==> config.mk <==
export PLATFORM = sky130hd
export DESIGN_NAME = uart_rx_counter
export DESIGN_NICKNAME = d
export VERILOG_FILES = /design/src/rtl/uart_rx_counter.sv
export SDC_FILE = /design/constraint.sdc
export NUM_CORES = 1
export LEC_CHECK = 0
export CAP_MARGIN = 0
export CORE_MARGIN = 2
export CORE_UTILIZATION = 55
export CTS_CLUSTER_DIAMETER = 100
export DETAILED_ROUTE_END_ITERATION = 10
export PLACE_DENSITY = 0.78
export RECOVER_POWER = 50
export SYNTH_ARGS = -nofsm -noshare
export SYNTH_HDL_FRONTEND = slang
export SYNTH_SLANG_ARGS = --single-unit
==> constraint.sdc <==
create_clock -name clk -period 2.6 [get_ports clk]
set_clock_uncertainty 0.15 [all_clocks]
set_input_delay 0.52 -clock clk [delete_from_list [all_inputs] [get_ports clk]]
set_output_delay 0.52 -clock clk [all_outputs]
set_load 0.02 [all_outputs]
==> src/rtl/uart_rx_counter.sv <==
// UART receiver: 2-flop input synchroniser, mid-bit sampling FSM with optional
// parity, registered result strobes, and a saturating good-frame counter.
module uart_rx_counter #(
  parameter int CLKS_PER_BIT = 1302,
  parameter int DATA_BITS    = 8,
  parameter int PARITY       = 0,
  parameter int CNT_W        = 4,
  parameter int COUNT_MAX    = 9
) (
  input  logic                 clk,
  input  logic                 rst,
  input  logic                 rx_data,
  input  logic                 clear,
  output logic [DATA_BITS-1:0] rx_byte,
  output logic                 rx_valid,
  output logic                 frame_err,
  output logic                 parity_err,
  output logic [CNT_W-1:0]     receive_counter,
  output logic                 count_done
);

  localparam int TIMER_W = $clog2(CLKS_PER_BIT);
  localparam int IDX_W   = $clog2(DATA_BITS + 1);

  localparam logic [TIMER_W-1:0] T_HALF   = TIMER_W'((CLKS_PER_BIT - 1) / 2);
  localparam logic [TIMER_W-1:0] T_LAST   = TIMER_W'(CLKS_PER_BIT - 1);
  localparam logic [IDX_W-1:0]   IDX_LAST = IDX_W'(DATA_BITS - 1);
  localparam logic [CNT_W-1:0]   CNT_MAX  = CNT_W'(COUNT_MAX);

  localparam logic [2:0] S_IDLE      = 3'd0;
  localparam logic [2:0] S_START     = 3'd1;
  localparam logic [2:0] S_DATA      = 3'd2;
  localparam logic [2:0] S_PARITY    = 3'd3;
  localparam logic [2:0] S_STOP      = 3'd4;
  localparam logic [2:0] S_WAIT_HIGH = 3'd5;

  logic                 rx_meta;
  logic                 rx_sync;
  logic [1:0]           sync_fill;
  logic [2:0]           state;
  logic [2:0]           state_next;
  logic [TIMER_W-1:0]   timer;
  logic [IDX_W-1:0]     bit_idx;
  logic [DATA_BITS-1:0] shift_reg;
  logic                 parity_bit;
  logic                 bit_end;
  logic                 stop_tick;
  logic                 parity_ok;
  logic                 good_frame;

  assign bit_end    = (timer == T_LAST);
  assign stop_tick  = (state == S_STOP) && bit_end;
  assign parity_ok  = (PARITY == 0) || (((^shift_reg) ^ parity_bit) == (PARITY == 1));
  assign good_frame = stop_tick && rx_sync && parity_ok;
  assign count_done = (receive_counter == CNT_MAX);

  // Synchronise the serial line; sync_fill marks when rx_sync reflects the real pin
  // rather than its reset value, so a reset while the line is low cannot
  // release WAIT_HIGH on stale data.
  // NOTE: non-blocking (<=) for every flop so all registers update from the
  // same pre-edge values; blocking here would collapse the two-flop chain.
  always_ff @(posedge clk) begin
    if (rst) begin
      rx_meta   <= 1'b1;
      rx_sync   <= 1'b1;
      sync_fill <= 2'b00;
    end else begin
      rx_meta   <= rx_data;
      rx_sync   <= rx_meta;
      sync_fill <= {sync_fill[0], 1'b1};
    end
  end

  // Next-state decode for the frame FSM.
  // NOTE: state_next gets a default before the case so no path leaves it
  // unassigned, which would otherwise infer a latch.
  always_comb begin
    state_next = state;
    case (state)
      S_IDLE: begin
        if (!rx_sync) state_next = S_START;
      end
      S_START: begin
        if (timer == T_HALF) state_next = rx_sync ? S_IDLE : S_DATA;
      end
      S_DATA: begin
        if (bit_end && (bit_idx == IDX_LAST)) state_next = (PARITY != 0) ? S_PARITY : S_STOP;
      end
      S_PARITY: begin
        if (bit_end) state_next = S_STOP;
      end
      S_STOP: begin
        if (bit_end) state_next = rx_sync ? S_IDLE : S_WAIT_HIGH;
      end
      S_WAIT_HIGH: begin
        if (rx_sync && sync_fill[1]) state_next = S_IDLE;
      end
      default: state_next = S_WAIT_HIGH;
    endcase
  end

  // State register and bit timer; the timer restarts on every state change
  // and wraps each bit period while the state holds.
  always_ff @(posedge clk) begin
    if (rst) begin
      state <= S_WAIT_HIGH;
      timer <= '0;
    end else begin
      state <= state_next;
      if ((state_next != state) || bit_end) timer <= '0;
      else                                  timer <= timer + TIMER_W'(1);
    end
  end

  // Data path: shift data in LSB first, count data bits, capture parity bit.
  always_ff @(posedge clk) begin
    if (rst) begin
      shift_reg  <= '0;
      bit_idx    <= '0;
      parity_bit <= 1'b0;
    end else begin
      if (state == S_START) bit_idx <= '0;
      if ((state == S_DATA) && bit_end) begin
        shift_reg <= {rx_sync, shift_reg[DATA_BITS-1:1]};
        bit_idx   <= bit_idx + IDX_W'(1);
      end
      if ((state == S_PARITY) && bit_end) parity_bit <= rx_sync;
    end
  end

  // Result strobes, one cycle after the stop-bit sample; rx_byte moves only
  // on good frames.
  always_ff @(posedge clk) begin
    if (rst) begin
      rx_byte    <= '0;
      rx_valid   <= 1'b0;
      frame_err  <= 1'b0;
      parity_err <= 1'b0;
    end else begin
      rx_valid   <= good_frame;
      frame_err  <= stop_tick && !rx_sync;
      parity_err <= stop_tick && !parity_ok;
      if (good_frame) rx_byte <= shift_reg;
    end
  end

  // Good-frame counter: clear wins over an increment, saturates at COUNT_MAX.
  always_ff @(posedge clk) begin
    if (rst)                                       receive_counter <= '0;
    else if (clear)                                receive_counter <= '0;
    else if (rx_valid && (receive_counter < CNT_MAX)) receive_counter <= receive_counter + CNT_W'(1);
  end

endmodule

==> flow_metrics.py <==
metrics = {
    "timing": {
        "final_hold_viol_count": 0,
        "drv_slew": 0,
        "finalSetupTns_ns": 0,
        "max_slew_margin": 0.521,
        "report.final.setup_viol": 0,
        "timing.hold.ws_ns": 0.279,
        "rsz0062_at_grt": "no",
        "max_clock_freq_mhz": 412,
        "period_minus_slack_ns": 2.42,
        "fin_crit_sh": 0.933,
        "tightest_slew_ns": 0.719,
    },
    "detailed_routing": {
        "vias": 1476,
        "dr.pass1.iters": 4,
        "wire_per_inst_um": 12.4,
        "dr.first_iter.drc_count": 57,
        "viasPerCell": 5.37,
        "drc_errors": 0,
        "wirelength_um": 3420,
        "ant_nets": 0,
    },
    "power": {
        "switchingPower_uw": 287,
        "combPwrFrac": 0.066,
        "p_int_uw": 927,
        "peakVddDrop_v": 0.000374,
        "power_density_mw_per_mm2": 550,
        "leakagePower_uw": 0.000981,
        "clkPwrFrac": 0.349,
        "p_sw_frac": 0.236,
        "p_seq_frac": 0.585,
    },
    "synthesis": {
        "ys_seq_area_frac": 0.461,
        "synth.most_common_cell": "dfxtp_1",
        "syn-instance-count": 208,
        "netlist_area_mm2": 0.00191,
        "yosys.area.top_type": "dfxtp_1",
        "synth_cell_types": 40,
        "synth_compound_area_frac": 0.0923,
        "syn_nets": 219,
        "muxShareOfSynthArea": 0.0786,
        "synth-main-ff-cell": "dfxtp_1",
        "synth_edf_count": 0,
        "synth_top_area_share": 0.461,
        "ys_async_sr_fraction": 0,
        "synth_commonest_cells": "44 x dfxtp_1, 37 x nor2_1, 15 x mux2i_1",
        "synthAdderAreaFrac": 0.0458,
        "avgSynthCellArea_um2": 9.19,
        "yosys_warnings": 0,
        "synth_seq_cells": 44,
        "synth-simple-area-share": 0.232,
        "synth_top_family_by_area": "simple AND/OR/NAND/NOR gates",
        "synth.area.top_cells": "dfxtp_1 46%, mux2i_1 7.9%, nor2_1 7.3%, ha_1 4.6%, xnor2_1 3.2%",
        "synth-xor-area-share": 0.0458,
    },
    "floorplan": {
        "die_area_mm2": 0.00396,
        "dieHeight_um": 62.9,
        "rows": 21,
        "start_util": 0.573,
        "die_x_um": 62.9,
        "coreArea_mm2": 0.00334,
        "boundaryPins": 20,
    },
    "setup_path": {
        "crit_chain": "ha_1 > nand2_1 > nor2_1 > clkdlybuf4s50_1",
        "worstPathRequired_ns": 1.93,
        "cp_slowest_cell": "clkdlybuf4s50_1",
        "reg2reg_depth": 7,
        "r2r-start": "timer[0]",
        "critPathKind": "flip-flop to output port",
        "worst_r2r_endpoint": "timer[5]",
        "cp_max_fo": 6,
        "regToRegSetupSlack_ns": 0.27,
        "end_kind": "output port",
        "cpPeakStageDelay_ns": 0.61,
        "cp-start-kind": "flip-flop",
        "arrival_ns": 1.75,
    },
    "job": {
        "cap_violations": 0,
    },
    "cts": {
        "clock_latency_ns": 0.36,
        "cts-resized-gates": 0,
        "clk_pin_slew_ns": 0.12,
        "clockBufferDepth": 2,
        "cts_tree": "done",
        "cts_htree_levels": 2,
        "cts.sinks": 44,
        "numCtsBuffers": 5,
        "cts-root-buf": "clkbuf_4",
        "postCtsHoldBufs": 0,
        "cts_setup_buffers": 0,
    },
    "cells_and_area": {
        "drive_gt1_frac": 0.0655,
        "n_antenna_cell": 0,
        "nets": 239,
        "largest_reg_flops": 11,
        "area_growth_syn_to_layout_pct": 15.4,
    },
    "global_route": {
        "track_usage": 0.196,
        "grt_max_degree": 18,
        "antenna_found_initial": 0,
        "grt.overflow.total": 0,
        "grt_pass1_vias": 1477,
        "grt_pass1_wl_um": 6180,
    },
    "min_path": {
        "hold_class": "flip-flop to flip-flop",
        "worstHoldEndpoint": "rx_sync",
        "min_from": "rx_meta",
        "min_path_cells": 1,
    },
    "outcome": {
        "run_status": "complete, no violations",
    },
    "place": {
        "place_congestion": 0.867,
        "dp_hpwl_um": 2450,
        "port_buffers": 18,
    },
}
## stage by stage
stage	cell area [µm²]	cells	total power (µW)	worst slack, ns	util
finish	2200	275	1210	0.175	0.661
global route	2200	275	1270	0.0814	0.661
CTS	2220	275	1230	0.159	0.664
detailed placement	2130	267	805	0.263	0.639
global placement	2130	267	801	0.362	0.639
floorplan	1910	208	788	0.541	-
## cell usage in the layout (no fill, tap or decap), types with 2 or more instances in the layout
master and instances:
a21oi_1 11, nand4b_1 2, inv_1 9, clkbuf_1 3
clkinv_4 2, or2_2 2, nor3_1 7, nor3b_1 2
nor2_1 37, xor2_1 3, nor2b_1 3, ha_1 7
nand2_1 6, or3_1 5, dfxtp_1 44, clkbuf_4 5
xnor2_1 7, dlygate4sd3_1 8, clkdlybuf4s50_1 10, nand3_1 4
mux2i_1 15, o21ai_0 5, a31oi_1 4, and3_1 9
## final cells by class
class	instances	area (µm²)
clock buffers	5	37.5
clock inverters	3	47.5
fillers	289	1130
inverters	9	33.8
multi-input cells	146	948
flip-flops and latches	44	881
well taps	46	57.6
repair buffers	22	199
## routing by layer
metal / track usage / wire length, µm / up-vias
li1: - / - / 755
met1: 0.221 / 1580 / 688
met2: 0.334 / 1640 / 25
met3: 0.0541 / 131 / 8
met4: 0.103 / 70 / 0
met5: 0 / 0 / -
## power by group through the flow
stage	Sequential (µW)	Combinational, µW	Clock (µW)
after detailed placement	724	81.6	0
final	709	80.5	424
after global routing	713	92.2	465
after global placement	723	78.3	0
after floorplan	714	74.0	0
after CTS	709	81.9	437
## logic make-up after synthesis
family | Yosys count
AOI/OAI and AO/OA | 28
xor gates and xnor gates | 10
other | 1
buffers and inverters | 18
DFF | 44
adders and majority gates | 7
muxes | 15
and+or+nand+nor | 85
## worst max path at each step
stage          slack (ns)  depth (start not counted)          startpoint    endpoint
4_1_cts              0.16                          4  receive_counter[0]  count_done
3_5_place_dp         0.26                          7            timer[0]   timer[10]
3_3_place_gp         0.36                          7            timer[0]    timer[5]
5_1_grt              0.08                          4  receive_counter[0]  count_done
2_1_floorplan        0.54                          8            timer[0]   timer[10]
6_report             0.18                          4  receive_counter[0]  count_done
## worst max-delay path, delay by kind of cell (launching register included)
| kind | cells | cell delay [ns] |
|---|---|---|
| AND/OR/NAND/NOR | 2 | 0.14 |
| flip-flops | 1 | 0.46 |
| adder cells (fa/ha/maj) | 1 | 0.19 |
| buffers and inverters | 1 | 0.61 |
Note: power is estimated with default switching activity, not from simulation.
